==> config.mk <==
export PLATFORM = sky130hd
export DESIGN_NAME = sva_thread_sched
export DESIGN_NICKNAME = d
export VERILOG_FILES = /design/src/rtl/sva_thread_sched.sv
export SDC_FILE = /design/constraint.sdc
export NUM_CORES = 1
export LEC_CHECK = 0
export ABC_AREA = 1
export BUFFER_PORTS_ARGS = -buffer_cell sky130_fd_sc_hd__buf_2
export CAP_MARGIN = 5
export CORE_ASPECT_RATIO = 1.5
export CORE_MARGIN = 5
export CORE_UTILIZATION = 52
export CTS_CLUSTER_DIAMETER = 200
export DETAILED_ROUTE_END_ITERATION = 10
export PLACE_DENSITY = 0.83
export SYNTH_ARGS = -nofsm -noshare
export SYNTH_HDL_FRONTEND = slang
export SYNTH_SLANG_ARGS = --single-unit
==> constraint.sdc <==
create_clock -name gclk -period 1.8 [get_ports gclk]
set_input_delay 0.09 -clock gclk [delete_from_list [all_inputs] [get_ports gclk]]
set_output_delay 0.09 -clock gclk [all_outputs]
set_load 0.05 [all_outputs]
==> src/rtl/sva_thread_sched.sv <==
// Assertion-thread scheduler: holds a compacted pool of live thread slots and
// walks each one, plus an optional new thread, through a shared evaluation engine per epoch.
module sva_thread_sched #(
    parameter int NSLOT   = 4,
    parameter int STATE_W = 4,
    parameter int TIMER_W = 8
) (
    input  logic                       gclk,
    input  logic                       grst,
    input  logic                       sample_valid,
    input  logic                       spawn_en,
    output logic                       busy,
    output logic                       overrun,
    output logic                       eval_req,
    output logic [STATE_W-1:0]         eval_state,
    output logic [TIMER_W-1:0]         eval_start,
    input  logic                       eval_ack,
    input  logic [STATE_W-1:0]         eval_next_state,
    input  logic                       eval_next_active,
    input  logic [1:0]                 eval_verdict,
    output logic                       epoch_done,
    output logic [$clog2(NSLOT+1)-1:0] live_cnt,
    output logic [TIMER_W-1:0]         epoch_cnt,
    output logic [15:0]                succ_cnt,
    output logic [15:0]                fail_cnt,
    output logic [15:0]                lazy_cnt,
    output logic                       overflow
);

    localparam int CNT_W = $clog2(NSLOT + 1);
    localparam int IDX_W = (NSLOT > 1) ? $clog2(NSLOT) : 1;
    localparam logic [CNT_W-1:0] ONE     = 1;
    localparam logic [CNT_W-1:0] NSLOT_C = CNT_W'(NSLOT);

    localparam logic [1:0] S_IDLE  = 2'd0;
    localparam logic [1:0] S_ISSUE = 2'd1;
    localparam logic [1:0] S_SPAWN = 2'd2;
    localparam logic [1:0] S_DONE  = 2'd3;

    logic [1:0]         state_reg, state_next;
    logic [CNT_W-1:0]   rd_reg, rd_next;
    logic [CNT_W-1:0]   wr_reg, wr_next;
    logic [CNT_W-1:0]   live_reg, live_next;
    logic               spawn_reg, spawn_next;
    logic [TIMER_W-1:0] epoch_reg, epoch_next;
    logic               overrun_reg, overrun_next;
    logic               overflow_reg, overflow_next;

    logic [STATE_W-1:0] slot_state [NSLOT];
    logic [TIMER_W-1:0] slot_start [NSLOT];

    logic               xfer;
    logic               slot_we;
    logic [IDX_W-1:0]   rd_idx;
    logic [IDX_W-1:0]   wr_idx;
    logic [CNT_W-1:0]   rd_inc;
    logic [STATE_W-1:0] wdata_state;
    logic [TIMER_W-1:0] wdata_start;

    assign rd_idx = rd_reg[IDX_W-1:0];
    assign wr_idx = wr_reg[IDX_W-1:0];
    assign rd_inc = rd_reg + ONE;

    // Request is decoded straight from the state so a reset drops it without waiting for a clock.
    assign eval_req   = (state_reg == S_ISSUE) || (state_reg == S_SPAWN);
    assign busy       = (state_reg != S_IDLE);
    assign epoch_done = (state_reg == S_DONE);
    assign xfer       = eval_req && eval_ack;

    assign eval_state = (state_reg == S_ISSUE) ? slot_state[rd_idx] : '0;
    assign eval_start = (state_reg == S_ISSUE) ? slot_start[rd_idx] :
                        (state_reg == S_SPAWN) ? epoch_reg : '0;

    assign overrun   = overrun_reg;
    assign overflow  = overflow_reg;
    assign live_cnt  = live_reg;
    assign epoch_cnt = epoch_reg;

    always_comb begin
        state_next    = state_reg;
        rd_next       = rd_reg;
        wr_next       = wr_reg;
        live_next     = live_reg;
        spawn_next    = spawn_reg;
        epoch_next    = epoch_reg;
        overflow_next = 1'b0;
        overrun_next  = sample_valid && (state_reg != S_IDLE);
        slot_we       = 1'b0;
        wdata_state   = eval_next_state;
        wdata_start   = (state_reg == S_ISSUE) ? slot_start[rd_idx] : epoch_reg;

        case (state_reg)
            S_IDLE: begin
                if (sample_valid) begin
                    spawn_next = spawn_en;
                    rd_next    = '0;
                    wr_next    = '0;
                    if (live_reg != '0)
                        state_next = S_ISSUE;
                    else if (spawn_en)
                        state_next = S_SPAWN;
                    else
                        state_next = S_DONE;
                end
            end
            S_ISSUE: begin
                if (eval_ack) begin
                    // wr never passes rd, so survivors compact downward without clobbering unread slots.
                    if (eval_next_active) begin
                        slot_we = 1'b1;
                        wr_next = wr_reg + ONE;
                    end
                    rd_next = rd_inc;
                    if (rd_inc == live_reg)
                        state_next = spawn_reg ? S_SPAWN : S_DONE;
                end
            end
            S_SPAWN: begin
                if (eval_ack) begin
                    if (eval_next_active) begin
                        if (wr_reg < NSLOT_C) begin
                            slot_we = 1'b1;
                            wr_next = wr_reg + ONE;
                        end else begin
                            overflow_next = 1'b1;
                        end
                    end
                    state_next = S_DONE;
                end
            end
            default: begin
                live_next  = wr_reg;
                epoch_next = epoch_reg + 1'b1;
                state_next = S_IDLE;
            end
        endcase
    end

    always_ff @(posedge gclk or posedge grst) begin
        if (grst) begin
            state_reg    <= S_IDLE;
            rd_reg       <= '0;
            wr_reg       <= '0;
            live_reg     <= '0;
            spawn_reg    <= 1'b0;
            epoch_reg    <= '0;
            overrun_reg  <= 1'b0;
            overflow_reg <= 1'b0;
        end else begin
            state_reg    <= state_next;
            rd_reg       <= rd_next;
            wr_reg       <= wr_next;
            live_reg     <= live_next;
            spawn_reg    <= spawn_next;
            epoch_reg    <= epoch_next;
            overrun_reg  <= overrun_next;
            overflow_reg <= overflow_next;
        end
    end

    // Slot payload needs no reset: only slots below live_cnt are ever read.
    always_ff @(posedge gclk) begin
        if (slot_we) begin
            slot_state[wr_idx] <= wdata_state;
            slot_start[wr_idx] <= wdata_start;
        end
    end

    genvar gi;
    for (gi = 0; gi < 3; gi++) begin : g_cnt
        logic [15:0] cnt_reg;
        always_ff @(posedge gclk or posedge grst) begin
            if (grst)
                cnt_reg <= '0;
            else if (xfer && (eval_verdict == 2'(gi + 1)) && (cnt_reg != 16'hFFFF))
                cnt_reg <= cnt_reg + 16'd1;
        end
    end

    assign succ_cnt = g_cnt[0].cnt_reg;
    assign fail_cnt = g_cnt[1].cnt_reg;
    assign lazy_cnt = g_cnt[2].cnt_reg;

endmodule
* Word level (Yosys, flattened, before mapping)
Memories as Yosys holds them, arrays and structs flattened. Index checks and enable logic that the tools add are counted.
Word-level totals: flip-flop bits (word level) 70, memories 2, input port bits 12, memory bits (read-only) 0, bits in latches 0, logic and storage cells 89, memory bits (writable) 48
Cells by class: add/sub/neg operators 6, shift operators 0, reduce and logical (&&, ||, !) cells 19, mux-type cells 33, order comparisons 1, div/mod/pow operators 0, bitwise gates (word level) 0, equal/unequal tests 17, $mul 0
Memories:
- slot_start | words 4, width 8, rd ports 1, clocked after memory_dff 0, write ports 1, RTL line 50 | logic [TIMER_W-1:0] slot_start [NSLOT];
- slot_state | words 4, width 4, rd ports 1, clocked after memory_dff 0, write ports 1, RTL line 49 | logic [STATE_W-1:0] slot_state [NSLOT];
Operators by type and width (number):
- 16-bit by 1-bit adder with 16-bit output (second input constant) | 3
- 16-bit inequality test (second input constant) | 3
- 8-bit 2-to-1 mux | 3
- 3-bit 2-to-1 mux | 7
- 1-bit 2-to-1 mux | 13
- 2-bit 2-to-1 mux | 5
- 2-bit inequality test (second input constant) | 5
- 3-bit one-hot mux with 3 select lines | 1
- 8-bit by 1-bit adder with 8-bit output (second input constant) | 1
- 2-bit == test (second input constant) | 4
- 1-bit logical AND | 8
- 7-bit AND reduction | 1
- 3-bit by 1-bit adder with 3-bit output (second input constant) | 2
- 2-bit one-hot mux with 3 select lines | 1
- 3-bit one-hot mux with 2 select lines | 1
- 3-bit nonzero test | 2
- 2-bit by 1-bit == test with 1-bit output (second input constant) | 2
- 4-bit 2-to-1 mux | 1
- 2-bit by 1-bit inequality test with 1-bit output (second input constant) | 2
- 4-bit AND reduction | 1
- 2-bit nonzero test | 2
- 3-bit == test | 1
- 3-bit less-than comparator (second input constant) | 1
- 3-bit AND reduction | 1
- other kinds (5) | 5

* Depth between registers and ports, before layout
Gate-level depths: netlist of the first run.
depth in word-level cells 7, gate-level depth with buffers 10, mapped depth without buffers 10

* Least setup slack after synthesis of the first run
No wires, ideal clock.
kind register -> output, from register state_reg[1], to output port eval_start[5], setup slack -0.520 ns, stages on the path, launching flop included 6, data arrival time 2.230 ns, path buffers 2, cell sequence dfrtp_1 -> inv_1 -> ha_1 -> buf_2 -> buf_1 -> o31ai_1
On the way: word-level cells in the longest chain between the ends 3
Ends and longest elaborated chain:
- from (decl) | RTL line 40 | logic [1:0] state_reg, state_next;
- from (signal assigned) | RTL line 150 | state_reg <= state_next;
- 2-bit == test | RTL line 72 | (state_reg == S_SPAWN) ? epoch_reg : '0;
- 8-bit 2-to-1 mux | RTL line 72
- 8-bit 2-to-1 mux * | RTL line 71 | assign eval_start = (state_reg == S_ISSUE) ? slot_start[rd_idx] :
- to (decl) | RTL line 16 | output logic [TIMER_W-1:0] eval_start,
Mark *: on every way between the ends. The rest lies on a longest branch, timed or not.

* Final worst setup path of the first run
from register rd_reg[0], to output port eval_start[7]
On the way: word-level cells in the longest chain between the ends 2
Ends and longest elaborated chain:
- from (decl) | RTL line 41 | logic [CNT_W-1:0] rd_reg, rd_next;
- from (signal assigned) | RTL line 151 | rd_reg <= rd_next;
- memory read 4 x 8 bit
- 8-bit 2-to-1 mux | RTL line 71
No other way between the ends.

==> results.toml, run 1 <==
[run_status]
run_status = "finished, violations left"
violations = "negative setup slack"

[worst_setup_path]
arrival_ns = 1.78
end_kind = "output pin"
timing.rr.end = "state_reg[0]"
reg_to_reg_start = "rd_reg[1]"
ordered_cell_list_for_the_critical_path = "inv_2 -> buf_6 -> nor2_1 -> o22ai_1 -> nand2_1 -> o31ai_2 -> buf_6"
r2r.worst_path.cells = 11
critical_path.max_fanout = 10
worst_path_max_delay_cell = "dfrtp_2"
critical_path_max_stage_delay_ns = 0.47
cp_data_required_time_ns = 1.71
path_class = "reg -> out"
regToRegSetupSlack_ns = 0.07
sort_of_element_at_the_start_of_the_critical_path = "flip-flop"
worst_path_most_repeated_cell = "buf_6"

[floorplan]
effective_utilization_at_floorplan = 0.530
boundaryPins = 88
die_x_um = 98.3
std_cell_rows = 48
chipHeight_um = 142
fp.dieArea_um2 = 14000
core_area_um2 = 11500

[synth]
synth_ff_type = "dfrtp_1"
ys_top_cells_by_area = "dfrtp_1 29%, edfxtp_1 24%, nand2_1 15%, nor2_1 5.1%, o21ai_0 4.0%"
syn_area_um2 = 6080
synth.most_common_cell = "nand2_1"
cell_type_contributing_the_most_total_cell_area_after_synthesis = "dfrtp_1"
synthArstFlopShare = 0.593
yosys_register_bits = 118
postSynthNetCount = 747
synth_common_cells = "249 x nand2_1, 82 x nor2_1, 70 x dfrtp_1"
synth-warning-count = 0
synth-seq-area-share = 0.526
ys_types = 34
synth_top_cell_area_share = 0.288
postSynthCellCount = 721
postSynthAreaPerCell_um2 = 8.43
synth_edf_count = 48

[sta]
finalMaxSlewViolations = 0
final_setup_violation_count = 8
max_clock_freq_mhz = 536
min_period_ns = 1.87
tightestPinTransition_ns = 0.579
setup_tns_ns = -0.214
min_period_over_period = 1.04
timing.clock.skew_ns = 0.00984
setup_slack_ns = -0.0659
rsz0062_at_grt = "yes"
timing.slew.headroom = 0.611
finalHoldViolCount = 0

[power]
peak_supply_drop_uv = 794
power.density_nw_per_um2 = 1510
leakagePower_uw = 0.00369

[cells_and_area]
nNetsFinal = 887
largest_register = "slot_start"
final_core_util = 0.694
flip_flop_count_of_the_largest_register_all_copies_and_words_added = 32
final_design_area_no_fill_um2 = 7960
layout_cell_share_with_drive_strength_beyond_1 = 0.240
syn2layout_area_growth_pct = 31.0
antennaDiodeCount = 0

[grt]
grt_first_pass_wirelength_um = 25200
grtUsageTotal = 0.223
total_congestion_overflow = 0
grt_antenna_before_repair = 0
grt_pass1_vias = 5421
grt_start_max_net_pins = 38

[drt]
ant_nets = 0
drcViolationCount = 0
initialDrtViolationCount = 216
route.detailed.wl_per_inst_um = 15.2
drtPass1Iterations = 6
routed_via_density = 5.19
route.vias.total = 5317
postRouteWirelength_um = 15600

[cts]
max-clock-path-buffers = 2
cts.reportedPaths.clkPinSlew_ns = 0.06
clock_tree.root_cell = "clkbuf_16"
cts_sinks = 118
tritoncts.num_buffers = 17
worstSkewPairLatency_ns = 0.41
htreeDepth = 4
cts_tree = "built"

[place]
place_congestion = 0.875
dp_hpwl_um = 10600
count_of_port_buffers_added_during_placement = 87
placement.cell_area_um2 = 6990

[worst_hold_path]
holdCritPathClass = "in -> reg"
hp-start = "eval_verdict[1]"
worstHoldEndpoint = "succ_cnt[12]"
hold_path_cells = 4

[job]
maxCapViolations = 0
## kinds of logic after synthesis
logic type                 synth area share
xor gates and xnor gates             0.0519
AOI/OAI and AO/OA                    0.0727
buffers and inverters                0.0581
adders and majority gates            0.0288
muxes                               0.00185
and+or+nand+nor                       0.261
DFF                                   0.526
## timing repair
action,in CTS,in global routing
endpoints found under the setup margin,12,72
pin swaps,1,7
setup buffers,3,2
hold buffers,8,0
resized for setup,33,34
hold endpoints to repair,34,0
gates cloned,1,2
## per-layer routing
| layer | vias to the layer above | part of all wire | global-route usage |
|---|---|---|---|
| li1 | 2604 | - | - |
| met1 | 2537 | 0.36 | 0.235 |
| met2 | 152 | 0.57 | 0.426 |
| met3 | 24 | 0.048 | 0.0539 |
| met4 | 0 | 0.021 | 0.0849 |
| met5 | - | 0 | 0 |
## critical path, delay by kind of cell, from the launching register on
kind,cells,cell delay (ns)
and+or+nand+nor,2,0.17
buffers and inverters,3,0.44
DFF,1,0.47
AOI/OAI and AO/OA,2,0.28
## metrics by stage
step | setup WS [ns] | instances | total power, µW | hold WS [ns]
4_1_cts | -0.0200 | 1020 | 11600 | 0.0207
2_1_floorplan | -0.381 | 721 | 6840 | 0.189
6_report | -0.0659 | 1024 | 12000 | 0.0188
3_5_place_dp | 0.0133 | 976 | 8140 | 0.109
3_3_place_gp | 0.0697 | 976 | 7990 | 0.110
5_1_grt | -0.177 | 1024 | 12600 | 0.0489
## report_power, final
part           internal, µW  switching (µW)
Sequential             3320             370
Clock                  1900            1250
Combinational          1710            3430
Total                  6940            5050
## layout by cell type, fill, tap and decap left out, types with 8 or more instances in the layout
| master | instances |
|---|---|
| buf_2 | 75 |
| clkbuf_16 | 19 |
| buf_12 | 9 |
| nand2_1 | 247 |
| xor2_1 | 14 |
| edfxtp_1 | 48 |
| inv_1 | 59 |
| nor2_1 | 77 |
| nand4_1 | 8 |
| nand3_1 | 31 |
| dfrtp_1 | 67 |
| dlygate4sd3_1 | 8 |
| ha_1 | 11 |
| o21ai_0 | 45 |
| xnor2_1 | 22 |
| o22ai_1 | 9 |
| buf_6 | 14 |
| buf_4 | 29 |
## area by class of cell
type	count	area (µm²)
tap	150	188
multi-input combinational	519	2680
fill	876	3510
timing repair inverter	1	7.51
sequential	118	3200
timing repair buffer	138	1080
clock inverter	15	130
clock buffer	17	425
inverter	66	259
## how the worst max path moves through the flow
stage | slack, ns | start | endpoint | cells past startpoint
final | -0.07 | rd_reg[0] | eval_start[7] | 7
after global routing | -0.18 | rd_reg[0] | eval_start[7] | 7
after CTS | -0.02 | rd_reg[1] | eval_start[7] | 6
after detailed placement | 0.01 | state_reg[0] | lazy_cnt[2] | 9
after global placement | 0.07 | state_reg[0] | fail_cnt[2] | 8
after floorplan | -0.38 | state_reg[0] | eval_start[0] | 4
Note: power is estimated with default switching activity, not from simulation.
==> inputs of run 2 (changes only) <==
Settings changed: CORE_MARGIN 5 to default, SLEW_MARGIN from default to 20.
==> results.toml, run 2 (synthesized netlist as in run 1, its figures left out) <==
[power]
power_report.internal_total_uw = 7830
peak_supply_drop_uv = 946
share_clk_of_total_power = 0.260
leakagePower_uw = 0.00391
power_switching_uw = 5600
sw_frac = 0.417
p_comb_frac = 0.464
share_seq_of_total_power = 0.276
power.density_nw_per_um2 = 1590

[drt]
route.detailed.wl_per_inst_um = 16.0
drcViolationCount = 0
drtPass1Iterations = 5
route.vias.total = 5597
postRouteWirelength_um = 16700
initialDrtViolationCount = 288
ant_nets = 0
routed_via_density = 5.36

[run_status]
run_status = "finished, violations left"
violations = "negative setup slack"

[floorplan]
fp.dieArea_um2 = 12100
die_x_um = 90.3
core_area_um2 = 11500
effective_utilization_at_floorplan = 0.530
boundaryPins = 88
std_cell_rows = 48
chipHeight_um = 134

[place]
count_of_port_buffers_added_during_placement = 87
dp_hpwl_um = 9670
placement.cell_area_um2 = 7010
place_congestion = 0.892

[worst_setup_path]
r2r.worst_path.cells = 9
critical_path.max_fanout = 6
path_class = "reg -> reg"
sort_of_element_at_the_start_of_the_critical_path = "flip-flop"
arrival_ns = 2.33
end_kind = "flip-flop"
cp_data_required_time_ns = 2.11

[cells_and_area]
area_occupied_by_multi_input_gates_um2 = 2880
syn2layout_area_growth_pct = 39.2
flip_flop_count_of_the_largest_register_all_copies_and_words_added = 32
largest_register = "slot_start"
ff_latch_area_um2 = 3200
antennaDiodeCount = 0
layout_cell_share_with_drive_strength_beyond_1 = 0.292
final_design_area_no_fill_um2 = 8460
leading_cell_type_in_the_layout_fill_and_taps_excluded = "nand2_1"
nNetsFinal = 907
layout_common_cells = "242 x nand2_1, 75 x buf_2, 67 x dfrtp_1"
fillerInstances = 769

[cts]
worstSkewPairLatency_ns = 0.42
cts.reportedPaths.clkPinSlew_ns = 0.06
tritoncts.num_buffers = 17
cts_tree = "built"
htreeDepth = 4
clock_tree.root_cell = "clkbuf_16"
max-clock-path-buffers = 2
cts_sinks = 118

[grt]
grtUsageTotal = 0.267
total_congestion_overflow = 0
grt_first_pass_wirelength_um = 25400
grt_start_max_net_pins = 71
grt_pass1_vias = 5368
grt_antenna_before_repair = 0

[sta]
rsz0062_at_grt = "yes"
final_setup_violation_count = 16
fin_hold_ws_ns = 0.0177
min_period_over_period = 1.12
tightestPinTransition_ns = 0.580
timing.slew.headroom = 0.609
setup_slack_ns = -0.225
finalHoldViolCount = 0
max_clock_freq_mhz = 494
timing.clock.skew_ns = 0.0124
min_period_ns = 2.02
finalMaxSlewViolations = 0

[worst_hold_path]
hold_path_cells = 4
holdCritPathClass = "in -> reg"

[job]
maxCapViolations = 0
-- run 2: cell types whose count changed in the layout (fill, tap and decap cells not counted), moves of 4 or more --
cell	change
nand2_2	+4
nor2_2	+10
o31ai_4	+5
buf_6	+4
o21ai_0	-17
nand2_1	-5
nor2_1	-13
o21ai_1	+7
o21ai_2	+10
o31ai_2	-5
buf_4	+10
-- run 2: routing by layer --
| metal | wire length [µm] | GRT usage | share of wire |
|---|---|---|---|
| met3 | 792 | 0.0578 | 0.047 |
| met5 | 0 | 0 | 0 |
| met1 | 6110 | 0.279 | 0.37 |
| met4 | 668 | 0.151 | 0.040 |
| met2 | 9120 | 0.492 | 0.55 |
-- run 2: critical path: stages, from the launching register on --
cell and delay [ns]:
dfrtp_1 0.39, buf_6 0.13, buf_4 0.11, ha_2 0.26, nand2_1 0.10, nor3_1 0.22, buf_4 0.19, nand4_1 0.16
xor2_1 0.28, inv_1 0.07
-- run 2: power by group through the flow --
stage	logic, µW	registers, µW	clock network (µW)
after global placement	4290	3670	0
after detailed placement	4380	3690	0
final	6230	3710	3490
after floorplan	2550	4290	0
after global routing	6580	3740	3640
after CTS	5400	3670	3510
-- run 2: what timing repair did --
item / 4_1_cts / 5_1_grt
gates cloned: 5 / 5
hold endpoints to repair: 89 / 0
hold buffers: 8 / 0
setup buffers: 9 / 5
pin swaps: 9 / 20
gates resized for setup: 64 / 80
endpoints found under the setup margin: 34 / 123
-- run 2: final timing paths --
path,from,endpoint,slack [ns]
worst max-delay path,state_reg[1],epoch_cnt[7],-0.22
worst min-delay path,eval_verdict[1],succ_cnt[12],0.02
worst max register to register,state_reg[1],epoch_cnt[7],-0.22
worst min register to register,fail_cnt[0],fail_cnt[0],0.53
max in group asynchronous,grst,succ_cnt[0],1.17
min in group asynchronous,grst,epoch_cnt[3],0.31
-- run 2: cell type report --
class | instances | area share
clock buffer | 18 | 0.0507
clock inverter | 14 | 0.0207
inverter | 66 | 0.0317
multi-input combinational | 520 | 0.340
sequential | 118 | 0.378
tap | 150 | 0.0222
timing repair buffer | 156 | 0.155
timing repair inverter | 2 | 0.00163
-- run 2: through the flow --
stage,total power [µW],worst slack (ns),instances,setup TNS [ns],utilization
2_1_floorplan,6840,-0.381,721,-29.14,-
4_1_cts,12600,-0.101,1034,-0.397,0.707
5_1_grt,14000,-0.420,1044,-2.04,0.737
3_5_place_dp,8070,-0.0524,980,-0.544,0.611
6_report,13400,-0.225,1044,-1.23,0.737
3_3_place_gp,7960,0.00125,980,0,0.611
